## config.mk

```make
export PLATFORM = sky130hd
export DESIGN_NAME = riscv_lsu
export DESIGN_NICKNAME = d
export VERILOG_FILES = /design/src/rtl/riscv_pkg.sv /design/src/rtl/lsu_data_align.sv /design/src/rtl/riscv_lsu.sv
export SDC_FILE = /design/constraint.sdc
export NUM_CORES = 1
export LEC_CHECK = 0
export ABC_CLOCK_PERIOD_IN_PS = 7200
export CELL_PAD_IN_SITES_DETAIL_PLACEMENT = 1
export CELL_PAD_IN_SITES_GLOBAL_PLACEMENT = 2
export CORE_MARGIN = 10
export CORE_UTILIZATION = 26
export DETAILED_ROUTE_END_ITERATION = 8
export GPL_TIMING_DRIVEN = 0
export PLACE_DENSITY_LB_ADDON = 0.1
export SYNTH_ARGS = -nofsm -noshare
export SYNTH_HDL_FRONTEND = slang
export SYNTH_SLANG_ARGS = --single-unit
```

## constraint.sdc

```tcl
create_clock -name clk_i -period 7.2 [get_ports clk_i]
set_input_delay 1.8 -clock clk_i [delete_from_list [all_inputs] [get_ports clk_i]]
set_output_delay 1.8 -clock clk_i [all_outputs]
set_load 0.01 [all_outputs]
```

## src/rtl/riscv_pkg.sv

```systemverilog
// ----------------------------------------------------------------------------
// riscv_pkg
// Purpose : Constants shared between the instruction decoder and the
//           load/store unit. The load/store size codes are the RISC-V funct3
//           encodings of the LOAD/STORE opcodes.
// Ports   : none (package).
// ----------------------------------------------------------------------------
package riscv_pkg;

    localparam logic [2:0] LDST_B  = 3'd0;
    localparam logic [2:0] LDST_H  = 3'd1;
    localparam logic [2:0] LDST_W  = 3'd2;
    localparam logic [2:0] LDST_BU = 3'd4;
    localparam logic [2:0] LDST_HU = 3'd5;

endpackage : riscv_pkg

```

## src/rtl/lsu_data_align.sv

```systemverilog
// ----------------------------------------------------------------------------
// lsu_data_align
// Purpose : Purely combinational data steering for the load/store unit.
//           Store side: byte enables and lane-replicated write data for a
//           request. Load side: lane selection and sign/zero extension of the
//           bus read word.
// Ports   :
//   i_st_size [2:0]  size code of the request being accepted
//   i_st_off  [1:0]  byte offset of the request being accepted
//   i_st_wd   [31:0] right-aligned store data
//   o_be      [3:0]  byte enables, bit n = lane n
//   o_wd      [31:0] lane-replicated write data
//   i_ld_size [2:0]  size code of the outstanding request
//   i_ld_off  [1:0]  byte offset of the outstanding request
//   i_ld_rd   [31:0] bus read word
//   o_ld_data [31:0] extended load result
// ----------------------------------------------------------------------------
module lsu_data_align
    import riscv_pkg::*;
(
    input  logic [2:0]  i_st_size,
    input  logic [1:0]  i_st_off,
    input  logic [31:0] i_st_wd,
    output logic [3:0]  o_be,
    output logic [31:0] o_wd,
    input  logic [2:0]  i_ld_size,
    input  logic [1:0]  i_ld_off,
    input  logic [31:0] i_ld_rd,
    output logic [31:0] o_ld_data
);

    logic [7:0]  w_byte;
    logic [15:0] w_half;

    // Store side. Unused size codes (3/6/7) fall through to a full word.
    // Unsigned codes are not meaningful for stores; they steer like their
    // signed counterparts so the lanes are still self-consistent.
    always_comb begin
        o_be = 4'b1111;
        o_wd = i_st_wd;
        case (i_st_size)
            LDST_B, LDST_BU: begin
                o_be = 4'b0001 << i_st_off;
                o_wd = {4{i_st_wd[7:0]}};
            end
            LDST_H, LDST_HU: begin
                // addr[0] is ignored: halves always sit on lanes 0-1 or 2-3
                o_be = 4'b0011 << {i_st_off[1], 1'b0};
                o_wd = {2{i_st_wd[15:0]}};
            end
            default: begin
                o_be = 4'b1111;
                o_wd = i_st_wd;
            end
        endcase
    end

    // Load side lane selection.
    always_comb begin
        w_byte = i_ld_rd[7:0];
        case (i_ld_off)
            2'd0:    w_byte = i_ld_rd[7:0];
            2'd1:    w_byte = i_ld_rd[15:8];
            2'd2:    w_byte = i_ld_rd[23:16];
            default: w_byte = i_ld_rd[31:24];
        endcase
        w_half = i_ld_off[1] ? i_ld_rd[31:16] : i_ld_rd[15:0];
    end

    // Load side extension.
    always_comb begin
        o_ld_data = i_ld_rd;
        case (i_ld_size)
            LDST_B:  o_ld_data = {{24{w_byte[7]}}, w_byte};
            LDST_BU: o_ld_data = {24'd0, w_byte};
            LDST_H:  o_ld_data = {{16{w_half[15]}}, w_half};
            LDST_HU: o_ld_data = {16'd0, w_half};
            default: o_ld_data = i_ld_rd;
        endcase
    end

endmodule : lsu_data_align

```

## src/rtl/riscv_lsu.sv

```systemverilog
// ----------------------------------------------------------------------------
// riscv_lsu
// Purpose : Load/store unit between the core data port and the data bus.
//           Accepts one core request, issues one word-aligned bus transaction
//           with byte enables, waits for mem_ready_i, and returns the
//           extended load data. The core is stalled for the whole access.
// Ports   :
//   clk_i, rst_i           clock, asynchronous active-high reset
//   core_req_i/we/size/addr/wd   core request (held by the core while stalled)
//   core_rd_o   [31:0]     extended load result, valid in DONE
//   core_stall_o           hold core (combinational)
//   mem_req_o/we/be/addr/wd     bus request, stable for the whole transaction
//   mem_rd_i    [31:0]     bus read word
//   mem_ready_i            bus completes the current request this cycle
//   dbg_state_o [1:0]      FSM state (0 IDLE, 1 BUSY, 2 DONE)
//
// Handshake: the bus transfer happens on the rising edge where mem_req_o and
// mem_ready_i are both high. mem_req_o stays high and every mem_* output
// stays constant until that edge; mem_ready_i is ignored while mem_req_o is
// low. On the core side, the access retires on the edge where core_stall_o
// is low in DONE; core_req_i is not sampled in DONE.
// ----------------------------------------------------------------------------
module riscv_lsu
    import riscv_pkg::*;
(
    input  logic        clk_i,
    input  logic        rst_i,
    input  logic        core_req_i,
    input  logic        core_we_i,
    input  logic [2:0]  core_size_i,
    input  logic [31:0] core_addr_i,
    input  logic [31:0] core_wd_i,
    output logic [31:0] core_rd_o,
    output logic        core_stall_o,
    output logic        mem_req_o,
    output logic        mem_we_o,
    output logic [3:0]  mem_be_o,
    output logic [31:0] mem_addr_o,
    output logic [31:0] mem_wd_o,
    input  logic [31:0] mem_rd_i,
    input  logic        mem_ready_i,
    output logic [1:0]  dbg_state_o
);

    typedef enum logic [1:0] {
        ST_IDLE = 2'd0,
        ST_BUSY = 2'd1,
        ST_DONE = 2'd2
    } state_t;

    state_t      r_state;
    state_t      w_next;
    logic        w_accept;
    logic        w_finish;

    logic        r_we;
    logic [2:0]  r_size;
    logic [1:0]  r_off;
    logic [29:0] r_addr;
    logic [3:0]  r_be;
    logic [31:0] r_wd;
    logic [31:0] r_rd;

    logic [3:0]  w_be;
    logic [31:0] w_wd;
    logic [31:0] w_ld_data;

    // Store steering is computed from the incoming request and registered, so
    // the bus outputs read as zero out of reset; extraction uses the latched
    // request since the core inputs are not looked at after acceptance.
    lsu_data_align u_align (
        .i_st_size (core_size_i),
        .i_st_off  (core_addr_i[1:0]),
        .i_st_wd   (core_wd_i),
        .o_be      (w_be),
        .o_wd      (w_wd),
        .i_ld_size (r_size),
        .i_ld_off  (r_off),
        .i_ld_rd   (mem_rd_i),
        .o_ld_data (w_ld_data)
    );

    always_ff @(posedge clk_i or posedge rst_i) begin
        if (rst_i) begin
            r_state <= ST_IDLE;
        end else begin
            r_state <= w_next;
        end
    end

    always_comb begin
        w_next   = r_state;
        w_accept = 1'b0;
        w_finish = 1'b0;
        case (r_state)
            ST_IDLE: begin
                if (core_req_i) begin
                    w_accept = 1'b1;
                    w_next   = ST_BUSY;
                end
            end
            ST_BUSY: begin
                if (mem_ready_i) begin
                    w_finish = 1'b1;
                    w_next   = ST_DONE;
                end
            end
            ST_DONE: begin
                // core_req_i still belongs to the retiring instruction
                w_next = ST_IDLE;
            end
            default: begin
                w_next = ST_IDLE;
            end
        endcase
    end

    always_ff @(posedge clk_i or posedge rst_i) begin
        if (rst_i) begin
            r_we   <= 1'b0;
            r_size <= 3'd0;
            r_off  <= 2'd0;
            r_addr <= 30'd0;
            r_be   <= 4'd0;
            r_wd   <= 32'd0;
        end else if (w_accept) begin
            r_we   <= core_we_i;
            r_size <= core_size_i;
            r_off  <= core_addr_i[1:0];
            r_addr <= core_addr_i[31:2];
            r_be   <= w_be;
            r_wd   <= w_wd;
        end
    end

    // Stores leave the previous load result in place.
    always_ff @(posedge clk_i or posedge rst_i) begin
        if (rst_i) begin
            r_rd <= 32'd0;
        end else if (w_finish && !r_we) begin
            r_rd <= w_ld_data;
        end
    end

    assign core_rd_o    = r_rd;
    assign core_stall_o = ((r_state == ST_IDLE) && core_req_i) || (r_state == ST_BUSY);
    assign mem_req_o    = (r_state == ST_BUSY);
    assign mem_we_o     = r_we;
    assign mem_be_o     = r_be;
    assign mem_addr_o   = {r_addr, 2'b00};
    assign mem_wd_o     = r_wd;
    assign dbg_state_o  = r_state;

endmodule : riscv_lsu

```

[Yosys cells after proc, flatten, opt, wreduce, memory -nomap -nowiden]
Index checks and enable logic that the tools add are counted.
Word-level totals
  input bits: 104
  logic and storage cells: 44
  register bits after elaboration: 106
Cells by class
  eq/ne operators: 11
  shifts and indexed selects: 2
  reductions and logical operators: 11
  muxes and demuxes: 12
Operators by type and width (number)
  case mux 32 bit (4 select lines): 1
  case mux 32 bit (2 select lines): 1
  case mux 8 bit (3 select lines): 1
  two-way mux 16 bit: 1
  equality test 3 bit (second input constant): 4
  case mux 4 bit (2 select lines): 1
  equality test 3 x 1 -> 1 bit (second input constant): 2
  logical NOT 3 bit: 2
  equality test 2 x 1 -> 1 bit (second input constant): 2
  logical NOT 2 bit: 2
  two-way mux 1 bit: 4
  two-way mux 2 bit: 2
  case mux 2 bit (2 select lines): 1
  OR reduction 2 bit: 2
  left shift 1 x 2 -> 4 bit (first input constant): 1
  left shift 2 x 2 -> 4 bit (first input constant): 1
  equality test 2 bit (second input constant): 1
  logical AND 1 bit: 2
  != test 2 x 1 -> 1 bit (second input constant): 1
  != test 2 bit (second input constant): 1
  AND reduction 2 bit: 1
  logical NOT 1 bit: 1
  logical OR 1 bit: 1

[Logic depth before layout (Yosys ltp)]
Gate-level depths: netlist (run 1).
  depth in word-level cells: 3
  depth in mapped cells: 7
  gate-level depth less buffers: 4

[Modules after synthesis]
A second synthesis (run 1) with hierarchy kept.
Second synthesis, totals
  cells, all modules: 404
  area total of the unflattened synthesis: 5427.7 um^2
Modules (own cells, without submodules)
  riscv_lsu: sequential area each 2652.5 um^2, area each 4171.5 um^2, instances 1, cells each 235
  lsu_data_align: sequential area each 0.0 um^2, area each 1256.2 um^2, instances 1, cells each 169

[Least setup slack after synthesis (run 1)]
No wires, ideal clock.
  path kind: input -> output
  start point: input port core_req_i
  end point: output port core_stall_o
  slack: 3411 ps
  data required time: 5400 ps
  stages on the path: 2
  arrival time: 1989 ps
  path through: nor2_1 > nor2_1
Between the ends
  word-level cells in the longest chain between the ends: 2
Ends and longest elaborated chain
  from (decl): RTL line riscv_lsu.sv:28  | input logic core_req_i,
  logical AND 1 bit: RTL line riscv_lsu.sv:146  | assign core_stall_o = ((r_state == ST_IDLE) && core_req_i) || (r_state == ST_BUSY);
  logical OR 1 bit: RTL line riscv_lsu.sv:146
  to (decl): RTL line riscv_lsu.sv:34  | output logic core_stall_o,
Every way passes these cells.

[Worst setup path after layout (run 1)]
Same ends and word-level chain as after synthesis.

==> impl_metrics.toml, run 1 <==
[detailed_routing]
drc_errors = 0
drt_first_pass_iters = 4
ant_nets = 0
drt_wl_total_mm = 19.62
avgRoutedWirePerCell_um = 19.75
dr_total_vias = 4656
dr.first_iter.drc_count = 149
avgViaCountPerCell = 4.689

[global_route]
grt_first_pass_wirelength_mm = 30.42
grt_overflow = 0
antenna_found_initial = 1
grt_max_degree = 84
grt_util_all_layers_pct = 15.99
grt_pass1_vias = 5183

[power_and_ir_drop]
power.leakage_nw = 3.341
switching_share_pct = 36.37
p_clk_share_pct = 17.1
p_total_mw = 2.748
p_per_area_nw_per_um2 = 366.6
seq_power_share_pct = 36.3
p_switching_uw = 999.4
ir_worst_vdd_mv = 0.1394
power_frac_comb_pct = 46.6
internal_power_mw = 1.748

[clock_network]
ctsResizeCount = 0
clkTransAtPathRegs_ns = 0.07
htreeDepth = 3
cts_tree = "built"
cts_buffers = 9
clk_path_buf_depth = 2
postCtsSetupRepairBufs = 0
cts_root_buf = "clkbuf_16"
cts_sinks = 106
cts_hold_buf = 0
clkLatencyLatePin_ns = 0.35

[worst_setup_path]
cp_slowest_cell = "clkdlybuf4s50_1"
critPathMaxFanout = 3
crit_family = "buffers and inverters"
cp.buffers_inverters = 2
path_cells = "clkdlybuf4s50_1, nor2_1, nor2_1, clkdlybuf4s50_1"
critPathRequiredTime_ns = 5.40
cp_slowest_stage_delay_ns = 0.55
worstSetupPathType = "primary input to output pin"
start_kind = "primary input"
arrival_ns = 3.02
crit_path_end_kind = "output pin"

[timing]
tightest_slew_ns = 0.6746
max_slew_margin_pct = 54.73
drv_slew = 0
final_hold_viol_count = 0
max_freq_mhz = 207.7
period_minus_slack_ns = 4.816
tns_ns = 0
rsz0062_at_grt = "no"
finClkSkew_ns = 0.004071
setup_viol = 0
post-route-period-util_pct = 66.89

[synth]
synthTopCellsByArea = "dfrtp_1, nand2_1, mux2i_1, o21ai_0, nand3_1"
seq_area_frac_synth_pct = 54.65
synth_cell_types = 36
syn-cell-area_um2 = 4853
syn_avg_cell_area_um2 = 8.971
synth_top_cell_by_area = "dfrtp_1"
synth_cells = 541
yosysWarnings = 0
synth_seq_cells = 106
yosys.area.top_type_share_pct = 54.65

[finish]
antenna_cells = 0
finish.instance_area_um2 = 7495
fin_nets = 863
drive_gt1_share_pct = 5.890
area_delta_synth_final_pct = 54.42
fin_util_pct = 41.30

[place]
dp_hpwl_mm = 15.22
globalplace.congestion = 0.8024
placed_area_um2 = 7228
io_buffers = 205

[floorplan]
dieArea_um2 = 24530
pin_count = 209
fp.dieW_um = 156.6
rows = 49
start_util_pct = 26.74
core_um2 = 18150
die_h_um = 156.6

[min_path]
hp-class = "register to register"

[job]
maxCapViolations = 0

[run_status]
status = "finished, final reports clean"
-- layout by cell type (no fill, tap or decap), types with 2 or more instances in the layout --
cell,count
a211o_1,2
a21oi_1,19
a311oi_1,3
a31oi_1,7
and3_1,3
buf_1,3
buf_2,8
buf_4,2
buf_6,2
clkbuf_1,29
clkbuf_16,9
clkdlybuf4s50_1,205
conb_1,2
dfrtp_1,106
inv_1,5
mux2_2,8
mux2i_1,25
nand2_1,191
nand2b_1,6
nand3_1,32
nand3b_1,8
nor2_1,18
nor2b_1,2
nor3_1,4
nor3b_1,3
o21ai_0,37
o221a_2,4
o221ai_1,3
or2_2,4
-- final cells by class --
type | instances | area (µm²)
fillers | 2108 | 10650
inverters | 6 | 27.53
plain buffers | 40 | 182.7
multi-input cells | 390 | 1999
clock inverters | 2 | 12.51
clock buffers | 14 | 254.0
well taps | 229 | 286.5
repair buffers | 206 | 2079
flip-flops and latches | 106 | 2653
-- layer usage --
metal  global-route usage [%]  wire, µm
met1                    18.91      8235
met3                    6.086      1679
met2                    26.57      9470
met4                    4.449       213
met5                        0        17
-- metrics by stage --
step           hold WS, ns  std cells  worst slack (ns)
2_1_floorplan       0.4917        542             2.611
5_1_grt             0.4898        993             2.336
3_3_place_gp        0.4594        976            0.6779
4_1_cts             0.4791        993             2.370
3_5_place_dp        0.4652        977             2.373
6_report            0.4787        993             2.384
-- synth_stat cells --
cell and instances:
nand2_1 191, dfrtp_1 106, o21ai_0 37, nand3_1 32, clkbuf_1 25, mux2i_1 25, a21oi_1 19, nor2_1 18
buf_2 8, mux2_2 8, nand3b_1 8, a31oi_1 7, inv_1 6, nand2b_1 6, nor3_1 4, o221a_2 4
or2_2 4, a311oi_1 3, and3_1 3, buf_1 3, nor3b_1 3, o221ai_1 3, a211o_1 2, buf_4 2
buf_6 2, nor2b_1 2, a211oi_2 1, and2_1 1, and3b_1 1, and4bb_2 1, conb_1 1, nor2_2 1
nor4_1 1, o21ai_1 1, o21bai_1 1, or3_1 1
-- final timing paths --
| path | startpoint | end | slack [ns] | cells after the start |
|---|---|---|---|---|
| worst max-delay path | core_req_i | core_stall_o | 2.38 | 4 |
| worst min-delay path | r_addr[18] | r_addr[18] | 0.48 | 2 |
| worst max register to register | dbg_state_o[0] | dbg_state_o[0] | 5.20 | 5 |
| worst min register to register | r_addr[18] | r_addr[18] | 0.48 | 2 |
| max in group asynchronous | rst_i | r_addr[18] | 4.71 | 3 |
| min in group asynchronous | rst_i | mem_wd_o[9] | 1.77 | 2 |
-- power groups by stage --
stage                     clock (mW)  sequential, mW  combinational (mW)
after floorplan                    0            1.10               0.433
after global placement             0           0.993                1.28
after detailed placement           0            1.01                1.30
after CTS                      0.490            1.00                1.31
after global routing           0.519            1.04                1.41
final                          0.469           0.997                1.28
-- flip-flops by register name, indices dropped and copies added, names as in the netlist --
signal and flops:
r_size 3, r_off 2, mem_be_o 4, r_addr 30, core_rd_o 32, dbg_state_o 2
mem_we_o 1, mem_wd_o 32
-- cells by family (layout without fill, tap and decap cells) --
family,after synthesis,count (layout),synth area share [%]
AO/OA/AOI/OAI,78,78,9.564
multiplexers,33,33,7.012
flip-flops,106,106,54.65
other,1,2,0.07727
AND/OR/NAND/NOR,277,277,24.47
buffers and inverters,46,268,4.228
-- worst min-delay path, delay by kind of cell (launching register included) --
| kind | cells | cell delay [ns] |
|---|---|---|
| flops | 1 | 0.35 |
| simple gates | 2 | 0.10 |
(Power assumes the default switching activity.)
==> run 2: changes to the inputs <==
--- a/config.mk
+++ b/config.mk
@@ -5,11 +5,11 @@
 export SDC_FILE = /design/constraint.sdc
 export NUM_CORES = 1
 export LEC_CHECK = 0
-export ABC_CLOCK_PERIOD_IN_PS = 7200
+export ABC_CLOCK_PERIOD_IN_PS = 4550
 export CELL_PAD_IN_SITES_DETAIL_PLACEMENT = 1
 export CELL_PAD_IN_SITES_GLOBAL_PLACEMENT = 2
 export CORE_MARGIN = 10
-export CORE_UTILIZATION = 26
+export CORE_UTILIZATION = 24
 export DETAILED_ROUTE_END_ITERATION = 8
 export GPL_TIMING_DRIVEN = 0
 export PLACE_DENSITY_LB_ADDON = 0.1
==> constraint.sdc (replaced) <==
create_clock -name clk_i -period 4.55 [get_ports clk_i]
set_input_delay 1.1375 -clock clk_i [delete_from_list [all_inputs] [get_ports clk_i]]
set_output_delay 1.1375 -clock clk_i [all_outputs]
set_load 0.01 [all_outputs]
==> impl_metrics.toml, run 2 (synthesis gave the netlist of run 1 again) <==
[run_status]
status = "finished, final reports clean"

[finish]
fin_util_pct = 38.51
area_delta_synth_final_pct = 55.94
drive_gt1_share_pct = 6.414
final_common_cell = "clkdlybuf4s50_1"
final_cell_mix = "clkdlybuf4s50_1, nand2_1, dfrtp_1, o21ai_0, nand3_1"
fin_nets = 863
stdcell_count = 1031
fillers = 2335

[power_and_ir_drop]
p_switching_mw = 1.599
ir_worst_vdd_mv = 0.1888
p_clk_share_pct = 18.0
p_per_area_nw_per_um2 = 578.8
p_total_mw = 4.381
switching_share_pct = 36.49
power_frac_comb_pct = 46.1
seq_power_share_pct = 35.9
internal_power_mw = 2.782
power.leakage_nw = 3.352

[clock_network]
cts_sinks = 106
postCtsSetupRepairBufs = 0
cts_buffers = 9
clkLatencyLatePin_ns = 0.35
cts_hold_buf = 0
cts_root_buf = "clkbuf_16"
clkTransAtPathRegs_ns = 0.07
ctsResizeCount = 0
htreeDepth = 3
clk_path_buf_depth = 2
cts_tree = "built"

[detailed_routing]
drt_wl_total_mm = 19.81
avgRoutedWirePerCell_um = 19.22
drc_errors = 0
avgViaCountPerCell = 4.503
ant_nets = 0
dr.first_iter.drc_count = 155
drt_first_pass_iters = 4
dr_total_vias = 4643

[timing]
rsz0062_at_grt = "no"
finClkSkew_ns = 0.004488
post-route-period-util_pct = 77.06
final_hold_viol_count = 0
tns_ns = 0
max_freq_mhz = 285.2
setup_viol = 0
drv_slew = 0
worst_slack_ns = 1.044
max_slew_margin_pct = 52.76
period_minus_slack_ns = 3.506
tightest_slew_ns = 0.7086

[place]
dp_slack_ns = 1.036
globalplace.congestion = 0.7997
dp_hpwl_mm = 15.61
dp.cells = 1013
io_buffers = 205

[min_path]
hold_depth = 2
hp-class = "register to register"
hp-start = "r_addr[16]"
min_to = "r_addr[16]"

[job]
maxCapViolations = 0

[worst_setup_path]
crit_path_end_kind = "output pin"
worstSetupPathType = "primary input to output pin"
reg2reg_to = "dbg_state_o[0]"
critPathMaxFanout = 3
critPathRequiredTime_ns = 3.41
reg2reg_slack_ns = 2.51
reg2reg_depth = 5
arrival_ns = 2.37
start_kind = "primary input"
reg2reg_from = "dbg_state_o[0]"

[floorplan]
start_util_pct = 24.69
die_h_um = 162.2
fp.dieW_um = 162.2
dieArea_um2 = 26310
rows = 51
pin_count = 209
core_um2 = 19650

[global_route]
antenna_found_initial = 1
grt_pass1_vias = 5039
grt_util_all_layers_pct = 14.96
grt_overflow = 0
grt_max_degree = 67
grt_first_pass_wirelength_mm = 30.68
[run 2: cell count changes in the layout (fill, tap and decap cells not counted)]
cell / before / now
clkbuf_1: 29 / 25
clkbuf_8: 1 / 2
clkinv_4: 0 / 1
clkinvlp_4: 1 / 2
diode_2: 0 / 2
inv_6: 1 / 2
[run 2: layer usage]
layer / share of wire (%) / track usage (%) / vias up
li1: - / - / 2238
met1: 42 / 17.43 / 2249
met2: 48 / 24.62 / 139
met3: 8.9 / 6.749 / 17
met4: 1.0 / 3.515 / 0
met5: 0 / 0 / -
[run 2: power groups by stage]
| stage | Sequential, mW | Combinational (mW) | Clock, mW |
|---|---|---|---|
| 3_5_place_dp | 1.59 | 2.07 | 0 |
| 5_1_grt | 1.63 | 2.23 | 0.860 |
| 3_3_place_gp | 1.57 | 2.04 | 0 |
| 2_1_floorplan | 1.74 | 0.685 | 0 |
| 6_report | 1.57 | 2.02 | 0.788 |
| 4_1_cts | 1.58 | 2.07 | 0.818 |
[run 2: worst max-delay path, cell delays in order]
cell             delay [ns]
clkdlybuf4s50_1        0.53
nor2_1                 0.06
nor2_1                 0.09
clkdlybuf4s50_1        0.55
[run 2: metrics by stage]
step | hold WS, ns | area (µm²)
after floorplan | 0.4917 | 4857
after global placement | 0.4584 | 7241
after detailed placement | 0.4640 | 7273
after CTS | 0.4832 | 7564
after global routing | 0.5067 | 7564
final | 0.4754 | 7569
[run 2: final cells by class]
class                           count  area [µm²]  share of cell area (%)
Inverter                            6       27.53                  0.3637
Tap cell                          265       331.6                   4.381
Clock buffer                       11       252.7                   3.339
Multi-Input combinational cell    390        1999                   26.42
Buffer                             40       182.7                   2.414
Clock inverter                      5       37.54                  0.4959
Timing Repair Buffer              206        2079                   27.48
Antenna cell                        2       5.005                 0.06613
Sequential cell                   106        2653                   35.05
[run 2: how the worst max path moves through the flow]
| stage | start | end | slack [ns] |
|---|---|---|---|
| after floorplan | rst_i | core_rd_o[0] | 0.62 |
| after CTS | core_req_i | core_stall_o | 1.04 |
| after detailed placement | core_req_i | core_stall_o | 1.04 |
| after global routing | core_req_i | core_stall_o | 0.99 |
| final | core_req_i | core_stall_o | 1.04 |
| after global placement | rst_i | r_addr[20] | -1.35 |
